===== src/rtl/cdb_arbiter_if.sv =====
// Common data bus types and the arbiter's FU-side and CDB-side signal bundle.
// The slave modport is the arbiter. The master modport is the FU/ROB side.
package cdb_pkg;
  localparam int ROB_W = 5;

  typedef struct packed {
    logic             cdb_valid;
    logic [ROB_W-1:0] rob_index;
    logic [31:0]      result;
  } cdb_t;
endpackage

interface cdb_arbiter_if #(
  parameter int NUM_FU     = 3,
  parameter int FIFO_DEPTH = 4
);
  import cdb_pkg::*;

  logic                                    flush;
  logic [NUM_FU-1:0]                       fu_valid;
  cdb_t [NUM_FU-1:0]                       fu_packet;
  logic [NUM_FU-1:0]                       fu_ready;
  cdb_t                                    cdb;
  logic [NUM_FU-1:0]                       cdb_grant;
  logic [NUM_FU-1:0][$clog2(FIFO_DEPTH):0] fifo_count;

  modport master (
    output flush, fu_valid, fu_packet,
    input  fu_ready, cdb, cdb_grant, fifo_count
  );

  modport slave (
    input  flush, fu_valid, fu_packet,
    output fu_ready, cdb, cdb_grant, fifo_count
  );
endinterface


===== src/rtl/cdb_arbiter.sv =====
// CDB producer: per-FU result FIFOs and a one-grant-per-cycle registered broadcast.
// CDB_ARB_FIXED_PRIO_EN selects lowest-index priority; the default is round-robin.
module cdb_arbiter
  import cdb_pkg::*;
#(
  parameter int NUM_FU     = 3,
  parameter int FIFO_DEPTH = 4
) (
  input logic           clk,
  input logic           rst,
  cdb_arbiter_if.slave  bus
);
  localparam int AW = $clog2(FIFO_DEPTH);
  localparam int PW = AW + 1;
  localparam int GW = (NUM_FU > 1) ? $clog2(NUM_FU) : 1;

  cdb_t              mem_q    [NUM_FU][FIFO_DEPTH];
  cdb_t              mem_d    [NUM_FU][FIFO_DEPTH];
  logic [PW-1:0]     wr_ptr_q [NUM_FU];
  logic [PW-1:0]     wr_ptr_d [NUM_FU];
  logic [PW-1:0]     rd_ptr_q [NUM_FU];
  logic [PW-1:0]     rd_ptr_d [NUM_FU];
  cdb_t              cdb_q, cdb_d;
  logic [NUM_FU-1:0] grant_q, grant_d;
  logic [NUM_FU-1:0] full, empty;
  logic              win_vld;
  logic [GW-1:0]     win;
`ifndef CDB_ARB_FIXED_PRIO_EN
  logic [GW-1:0]     rr_ptr_q, rr_ptr_d;
  logic [GW-1:0]     scan_sel;
`endif

  always_comb begin
    full  = '0;
    empty = '0;
    for (int i = 0; i < NUM_FU; i++) begin
      full[i]  = (wr_ptr_q[i][AW-1:0] == rd_ptr_q[i][AW-1:0]) &&
                 (wr_ptr_q[i][AW] != rd_ptr_q[i][AW]);
      empty[i] = (wr_ptr_q[i] == rd_ptr_q[i]);
    end
  end

  // Ready is purely registered state, so a full FIFO stays closed even while popping.
  assign bus.fu_ready  = ~full & {NUM_FU{~rst}};
  assign bus.cdb       = cdb_q;
  assign bus.cdb_grant = grant_q;

  for (genvar gi = 0; gi < NUM_FU; gi++) begin : g_count
    assign bus.fifo_count[gi] = wr_ptr_q[gi] - rd_ptr_q[gi];
  end

  // Scan in reverse so the last hit, i.e. the first in scan order, wins.
  always_comb begin
    win_vld = 1'b0;
    win     = '0;
`ifdef CDB_ARB_FIXED_PRIO_EN
    for (int i = NUM_FU - 1; i >= 0; i--) begin
      if (!empty[i]) begin
        win_vld = 1'b1;
        win     = GW'(i);
      end
    end
`else
    scan_sel = '0;
    for (int k = NUM_FU - 1; k >= 0; k--) begin
      scan_sel = GW'((int'(rr_ptr_q) + k) % NUM_FU);
      if (!empty[scan_sel]) begin
        win_vld = 1'b1;
        win     = scan_sel;
      end
    end
`endif
  end

  always_comb begin
    mem_d    = mem_q;
    wr_ptr_d = wr_ptr_q;
    rd_ptr_d = rd_ptr_q;
    cdb_d    = '0;
    grant_d  = '0;
`ifndef CDB_ARB_FIXED_PRIO_EN
    rr_ptr_d = rr_ptr_q;
`endif
    if (bus.flush) begin
      for (int i = 0; i < NUM_FU; i++) begin
        wr_ptr_d[i] = '0;
        rd_ptr_d[i] = '0;
      end
`ifndef CDB_ARB_FIXED_PRIO_EN
      rr_ptr_d = '0;
`endif
    end else begin
      for (int i = 0; i < NUM_FU; i++) begin
        if (bus.fu_valid[i] && !full[i]) begin
          mem_d[i][wr_ptr_q[i][AW-1:0]] = bus.fu_packet[i];
          wr_ptr_d[i]                   = wr_ptr_q[i] + 1'b1;
        end
      end
      if (win_vld) begin
        cdb_d           = mem_q[win][rd_ptr_q[win][AW-1:0]];
        cdb_d.cdb_valid = 1'b1;
        grant_d         = NUM_FU'(1) << win;
        rd_ptr_d[win]   = rd_ptr_q[win] + 1'b1;
`ifndef CDB_ARB_FIXED_PRIO_EN
        rr_ptr_d = (win == GW'(NUM_FU - 1)) ? '0 : win + 1'b1;
`endif
      end
    end
  end

  always_ff @(posedge clk or posedge rst) begin
    if (rst) begin
      for (int i = 0; i < NUM_FU; i++) begin
        wr_ptr_q[i] <= '0;
        rd_ptr_q[i] <= '0;
      end
      cdb_q   <= '0;
      grant_q <= '0;
`ifndef CDB_ARB_FIXED_PRIO_EN
      rr_ptr_q <= '0;
`endif
    end else begin
      wr_ptr_q <= wr_ptr_d;
      rd_ptr_q <= rd_ptr_d;
      cdb_q    <= cdb_d;
      grant_q  <= grant_d;
`ifndef CDB_ARB_FIXED_PRIO_EN
      rr_ptr_q <= rr_ptr_d;
`endif
    end
  end

  // Storage needs no reset; the pointers alone define which entries are live.
  always_ff @(posedge clk) begin
    mem_q <= mem_d;
  end

endmodule

===== src/flat_wrapper.sv =====
// flat-port wrapper written by rule: the top's interface ports become plain ports
module cdb_arbiter_flat import cdb_pkg::*;
#(
  parameter int NUM_FU     = 3,
  parameter int FIFO_DEPTH = 4
)
  (clk, rst, bus_flush, bus_fu_valid, bus_fu_packet, bus_fu_ready, bus_cdb, bus_cdb_grant, bus_fifo_count);
  cdb_arbiter_if #(.NUM_FU(NUM_FU), .FIFO_DEPTH(FIFO_DEPTH)) bus_i ();
  input logic clk;
  input logic rst;
  input wire logic [$bits(bus_i.flush)-1:0] bus_flush;
  input wire logic [$bits(bus_i.fu_valid)-1:0] bus_fu_valid;
  input wire logic [$bits(bus_i.fu_packet)-1:0] bus_fu_packet;
  output wire logic [$bits(bus_i.fu_ready)-1:0] bus_fu_ready;
  output wire logic [$bits(bus_i.cdb)-1:0] bus_cdb;
  output wire logic [$bits(bus_i.cdb_grant)-1:0] bus_cdb_grant;
  output wire logic [$bits(bus_i.fifo_count)-1:0] bus_fifo_count;
  assign bus_i.flush = bus_flush;
  assign bus_i.fu_valid = bus_fu_valid;
  assign bus_i.fu_packet = bus_fu_packet;
  assign bus_fu_ready = bus_i.fu_ready;
  assign bus_cdb = bus_i.cdb;
  assign bus_cdb_grant = bus_i.cdb_grant;
  assign bus_fifo_count = bus_i.fifo_count;
  cdb_arbiter #(.NUM_FU(NUM_FU), .FIFO_DEPTH(FIFO_DEPTH)) u_core (.clk(clk), .rst(rst), .bus(bus_i));
endmodule

===== config.mk =====
export PLATFORM = sky130hd
export DESIGN_NAME = cdb_arbiter_flat
export DESIGN_NICKNAME = d
export VERILOG_FILES = /design/src/rtl/cdb_arbiter_if.sv /design/src/rtl/cdb_arbiter.sv /design/src/flat_wrapper.sv
export SDC_FILE = /design/constraint.sdc
export NUM_CORES = 1
export LEC_CHECK = 0
export BUFFER_PORTS_ARGS = -buffer_cell sky130_fd_sc_hd__buf_2
export CAP_MARGIN = 20
export CORE_UTILIZATION = 33
export DETAILED_ROUTE_END_ITERATION = 12
export PLACE_DENSITY = 0.47
export SLEW_MARGIN = 0
export SYNTH_ARGS = -nofsm -noshare
export SYNTH_HDL_FRONTEND = slang
export SYNTH_SLANG_ARGS = --single-unit

===== constraint.sdc =====
create_clock -name clk -period 5.7 [get_ports clk]
set_clock_uncertainty 0.15 [all_clocks]
set_input_delay 0.57 -clock clk [delete_from_list [all_inputs] [get_ports clk]]
set_output_delay 0.57 -clock clk [all_outputs]
set_load 0.05 [all_outputs]

==> impl_metrics.env, run 1 <==
export IMPL_grt_use_total=0.174
export IMPL_dieHeight_um=249
export IMPL_ys_ff_latch=505
export IMPL_drive_above_1_share=0.204
export IMPL_cp_arrival_ns=4.46
export IMPL_placeableCoreArea_um2=60200
export IMPL_synth_xor_area_share=0.00909
export IMPL_grt_pass1_vias=11436
export IMPL_synth_adder_area_share=0.0159
export IMPL_synth_simple_gate_area_frac=0.0302
export IMPL_antenna_found_initial=11
export IMPL_ys_types=47
export IMPL_critPathLaunchType="flop"
export IMPL_avgSynthCellArea_um2=16.9
export IMPL_grt_pass1_wl_um=78200
export IMPL_fill_cells=5561
export IMPL_tns_ns=0
export IMPL_overflow=0
export IMPL_synth_top_family_by_area="multiplexers"
export IMPL_top_level_ports=173
export IMPL_dp_cells=2090
export IMPL_initial_core_util=0.334
export IMPL_status="finished clean"
export IMPL_yosys_warnings=0
export IMPL_dr_pass1_iters=5
export IMPL_worst_pin_slew_ns=1.05
export IMPL_final_max_slew_viol_count=0
export IMPL_netlist_instances=1187
export IMPL_die_area_um2=61900
export IMPL_clock_latency_ns=0.59
export IMPL_cts_clk_slew_worst_paths_ns=0.06
export IMPL_dp_hpwl_um=29900
export IMPL_multi_input_area_um2=4920
export IMPL_post_cts_resized=0
export IMPL_synth_fp_nets=1330
export IMPL_synth_compound_area_frac=0.0902
export IMPL_die_x_um=249
export IMPL_synth_top_area_frac=0.663
export IMPL_netlist_area_um2=20100
export IMPL_crit_fanout=49
export IMPL_cts_max_level=2
export IMPL_drt_wl_total_um=53700
export IMPL_port_buffers=169
export IMPL_drt_iter0_markers=731
export IMPL_cts_sinks=505
export IMPL_yosysTopAreaCell="edfxtp_1"
export IMPL_cts_root_buffer="clkbuf_16"
export IMPL_synthMuxAreaShare=0.0963
export IMPL_design_area_um2=23600
export IMPL_syn_to_final_growth_pct=17.4
export IMPL_cts_buffers=54
export IMPL_grt_max_degree=101
export IMPL_hold_slack_ns=0.0473
export IMPL_worstSetupEndpointType="flop"
export IMPL_hold_viol_final=0
export IMPL_min_path_type="primary input to flop"
export IMPL_rsz0062_at_grt="no"
export IMPL_ys_flop_type="edfxtp_1"
export IMPL_ys_seq_area_frac=0.739
export IMPL_ctsLongestPathBuffers=3
export IMPL_max_clock_freq_ghz=0.241
export IMPL_synth_edff_count=444
export IMPL_post_route_period_util=0.729
export IMPL_regArea_um2=14900
export IMPL_slew_headroom=0.299
export IMPL_period_needed_ns=4.15
export IMPL_gp_congestion=0.736
export IMPL_nets=1511
export IMPL_critical_path_class="flop to flop"
export IMPL_vias_per_cell=4.98
export IMPL_p_per_area_nw_per_um2=542
export IMPL_place_area_um2=21900
export IMPL_layout_cells_non_filler=2195
export IMPL_critPathRequiredTime_ns=6.01
export IMPL_power_total_mw=12.8
export IMPL_synth_area_top_cells="edfxtp_1 (66%), mux2i_1 (9.5%), dfrtp_1 (7.6%)"
export IMPL_vias=10922
export IMPL_postCtsSetupBuffers=0
export IMPL_irDropWorstVdd_mv=0.654
export IMPL_num_rows=90
export IMPL_ant_nets=0
export IMPL_cts_tree="built"
export IMPL_route_detailed_drc=0
export IMPL_p_leak_nw=8.67
export IMPL_setup_viol_count_final=0
export IMPL_wl_per_cell_um=24.5
export IMPL_synth_async_reset_ratio=0.121
export IMPL_drv_cap=0
[flip-flops by register name (all words and copies together) (netlist names)]
| register | flops |
|---|---|
| u_core.mem_q | 444 |
| u_core.wr_ptr_q | 9 |
| u_core.rr_ptr_q | 2 |
| u_core.bus.cdb | 38 |
| u_core.bus.cdb_grant | 3 |
| u_core.rd_ptr_q | 9 |
[critical path, stage by stage (launching register included)]
cell and delay (ns):
dfrtp_1 0.44, inv_1 0.10, ha_1 0.38, nand2_1 0.16, o41ai_2 0.66, nand2_4 0.58
a2bb2oi_2 0.37, nand2b_4 0.62, o32ai_1 0.54
[report_power, final]
group / switching [mW] / internal [mW] / total [mW]
combinational: 3.29 / 1.80 / 5.09
clock: 1.41 / 1.91 / 3.31
sequential: 0.0899 / 4.28 / 4.37
[routing by layer]
layer  track usage  vias up  part of all wire
met5             0        -            0.0016
met4        0.0456       14             0.018
met3        0.0361       81             0.047
met2         0.273      248              0.46
met1         0.244     5523              0.47
li1              -     5056                 -
[layout by cell type (no fill, tap or decap), types with 4 or more instances in the layout]
cell	count
clkbuf_1	18
o2bb2ai_1	74
dlygate4sd3_1	4
clkbuf_8	4
inv_1	21
o32ai_1	37
clkinv_1	9
edfxtp_1	444
ha_1	20
nor2_1	66
clkinv_2	8
nor2b_1	4
nand2_1	42
buf_4	21
buf_2	169
mux2i_1	190
xnor2_1	17
o211a_1	37
clkbuf_16	55
dfrtp_1	61
a21oi_1	4
a211oi_1	39
and2_1	4
and2_2	9
[cells in the mapped netlist (all sizes together), types with 3 or more instances]
cell and n:
nand2 44, o211a 37, o21ai 5, xnor2 17, nand4 3, inv 22
o2bb2ai 75, o32ai 37, clkbuf 41, and2 13, a21oi 5, ha 20
buf 31, nor2b 4, mux2 3, a211oi 39, xor2 3, dfrtp 61
nor3 6, edfxtp 444, fa 3, nor2 66, mux2i 190
[what timing repair did]
item / CTS / global route
hold endpoints to repair: 37 / 0
hold buffers: 4 / 0
endpoints found under the setup margin: 0 / 0
[worst paths after layout]
path                                         start                 end  slack (ns)  depth (start not counted)
worst max-delay path            u_core.rd_ptr_q[1]  u_core.bus.cdb[17]        1.55                          8
worst min-delay path            bus_fu_packet[112]    u_core.mem_q[74]        0.05                          1
worst max register to register  u_core.rd_ptr_q[1]  u_core.bus.cdb[17]        1.55                          8
worst min register to register  u_core.rr_ptr_q[0]  u_core.rr_ptr_q[0]        0.41                          2
max in group asynchronous                      rst  u_core.rd_ptr_q[4]        3.76                          4
min in group asynchronous                      rst  u_core.bus.cdb[37]        0.50                          3
[area by class of cell]
cell class              instances  area share
diodes                          3    0.000318
clock buffers                  77      0.0635
clock inverters                21     0.00652
inverters                      22     0.00355
multi-input cells             588       0.209
flip-flops and latches        505       0.630
well taps                     782      0.0415
repair buffers                197      0.0464
[per-stage QoR]
step           utilization  setup slack (ns)
4_1_cts              0.392              1.50
3_3_place_gp         0.363              1.53
3_5_place_dp         0.363              1.53
2_1_floorplan            -              1.41
6_report             0.392              1.55
5_1_grt              0.392              1.27
[cell families (layout without fill, tap and decap cells)]
family | after synthesis | after routing
flip-flops | 505 | 505
AO/OA/AOI/OAI | 209 | 209
multiplexers | 193 | 193
AND/OR/NAND/NOR | 142 | 142
buffers and inverters | 94 | 317
adder cells (fa/ha/maj) | 24 | 24
XOR/XNOR | 20 | 20
other | 0 | 3
No activity file was read; power rests on OpenSTA's default activity.
==> run 2: changes to the inputs <==
Settings changed: PLACE_DENSITY 0.47 to 0.49.
Clock period 5.7 ns to 3.5 ns, I/O delays scaled along.
==> run 2 against run 1 <==
- sequential share of layout area fell by 4.3 points
- final cell count is 6.1% higher
- sequential cell count unchanged
- critical path depth rose by 2
- wire length down 0.25%
- via count grew 4.8%
- maximum frequency rose by 25%
- global-route usage fell by 0.14 points
- first-iteration DRC count shrank 12%
- cell area rose by 7.4%
- register-to-register slack worse by 1.4 ns
- non-clock buffer count increased by 130
==> impl_metrics.env, run 2 (synthesized netlist as in run 1, its figures left out) <==
export IMPL_cts_sinks=505
export IMPL_route_detailed_drc=0
export IMPL_final_max_slew_viol_count=0
export IMPL_largest_reg_flops=444
export IMPL_slew_headroom=0.474
export IMPL_final_common_cell="edfxtp_1"
export IMPL_final_cell_mix="edfxtp_1 (444), mux2i_1 (190), buf_2 (169)"
export IMPL_drt_iter0_markers=645
export IMPL_placeableCoreArea_um2=60200
export IMPL_status="finished clean"
export IMPL_grt_pass1_vias=11809
export IMPL_max_clock_freq_ghz=0.301
export IMPL_grt_max_degree=81
export IMPL_clock_latency_ns=0.60
export IMPL_critPathLaunchType="flop"
export IMPL_wl_per_cell_um=23.0
export IMPL_drt_wl_total_um=53500
export IMPL_dr_pass1_iters=4
export IMPL_grt_pass1_wl_um=78500
export IMPL_cpPeakStageDelay_ns=0.44
export IMPL_cp_num_buf_inv=2
export IMPL_dp_hpwl_um=30100
export IMPL_hold_viol_final=0
export IMPL_port_buffers=169
export IMPL_critPathRequiredTime_ns=3.83
export IMPL_cts_tree="built"
export IMPL_p_per_area_nw_per_um2=864
export IMPL_syn_to_final_growth_pct=26.1
export IMPL_drv_cap=0
export IMPL_die_x_um=249
export IMPL_min_path_type="primary input to flop"
export IMPL_crit_top_cell="and2_1"
export IMPL_cpMaxStageDelayCell="a311o_2"
export IMPL_irDropWorstVdd_mv=0.893
export IMPL_cpLargestDelayFamily="compound AO/OA/AOI/OAI gates"
export IMPL_crit_fanout=51
export IMPL_worstSetupEndpointType="flop"
export IMPL_critical_path_class="flop to flop"
export IMPL_dieHeight_um=249
export IMPL_cts_clk_slew_worst_paths_ns=0.06
export IMPL_tns_ns=0
export IMPL_gp_congestion=0.720
export IMPL_period_needed_ns=3.32
export IMPL_grt_use_total=0.172
export IMPL_top_level_ports=173
export IMPL_cts_max_level=2
export IMPL_overflow=0
export IMPL_vias_per_cell=4.92
export IMPL_antenna_found_initial=5
export IMPL_regMostFlops="u_core.mem_q"
export IMPL_cts_root_buffer="clkbuf_16"
export IMPL_ant_nets=0
export IMPL_hold_slack_ns=0.0849
export IMPL_setup_viol_count_final=0
export IMPL_worst_pin_slew_ns=0.790
export IMPL_num_rows=90
export IMPL_rsz0062_at_grt="no"
export IMPL_nets=1642
export IMPL_cts_buffers=55
export IMPL_post_route_period_util=0.948
export IMPL_initial_core_util=0.334
export IMPL_path_cells="inv_1, ha_1, and2_1, and2_1, a311o_2, a21oi_4, o2bb2ai_4, buf_12, a211oi_1, o32ai_1"
export IMPL_vias=11450
export IMPL_postCtsSetupBuffers=0
export IMPL_ctsLongestPathBuffers=3
export IMPL_drive_above_1_share=0.208
export IMPL_die_area_um2=61900
export IMPL_cp_arrival_ns=3.65
export IMPL_p_leak_nw=9.42
-- run 2: cell count changes in the layout (fill, tap and decap cells not counted), sizes merged --
cell / delta
dlygate4sd3: +108
buf: +22
bufinv: +5
clkbuf: -3
diode: -2
clkinv: +1
clkinvlp: +1
inv: +1
-- run 2: cell type report --
type,count,area (µm²)
diodes,1,2.50
well taps,782,978
repair buffers,327,2630
clock inverters,29,333
inverters,22,85.1
multi-input cells,588,4940
clock buffers,74,1510
fillers,5447,34900
flip-flops and latches,505,14900
-- run 2: per-stage QoR --
step	cells	cell area (µm²)	utilization	total power, mW	setup slack (ns)
2_1_floorplan	1187	20100	-	13.4	0.339
3_3_place_gp	2112	22400	0.371	16.0	0.182
3_5_place_dp	2112	22400	0.371	16.0	0.198
4_1_cts	2327	25300	0.420	22.1	0.175
5_1_grt	2328	25300	0.421	22.9	0.0433
6_report	2328	25300	0.421	21.9	0.181
-- run 2: where the power goes --
part	internal, mW	leakage, nW	total (mW)	switching [mW]
combinational	3.42	3.68	8.89	5.47
clock	3.54	0.899	5.89	2.35
sequential	6.97	4.85	7.11	0.142
total	13.9	9.42	21.9	7.96
-- run 2: what timing repair did --
item                                    4_1_cts  5_1_grt
hold buffers                                112        0
resized for setup                             0        4
endpoints found under the setup margin        0        5
endpoints found under the hold margin       468        0
-- run 2: final timing paths --
check / from / end / slack, ns / cells after the start
setup / recovery: u_core.wr_ptr_q[6] / u_core.bus.cdb[18] / 0.18 / 10
hold / removal: bus_flush / u_core.rr_ptr_q[1] / 0.08 / 2
setup reg to reg: u_core.wr_ptr_q[6] / u_core.bus.cdb[18] / 0.18 / 10
hold reg to reg: u_core.rr_ptr_q[1] / u_core.rr_ptr_q[1] / 0.40 / 2
max in group asynchronous: rst / u_core.bus.cdb[21] / 2.34 / 4
min in group asynchronous: rst / u_core.bus.cdb[37] / 0.19 / 3
-- run 2: layer usage --
metal | track usage | vias to the layer above | routed length, µm | part of all wire
li1 | - | 5321 | - | -
met1 | 0.246 | 5803 | 25700 | 0.48
met2 | 0.273 | 252 | 24800 | 0.46
met3 | 0.0295 | 66 | 2130 | 0.040
met4 | 0.0429 | 8 | 893 | 0.017
met5 | 0 | - | 40 | 0.00075
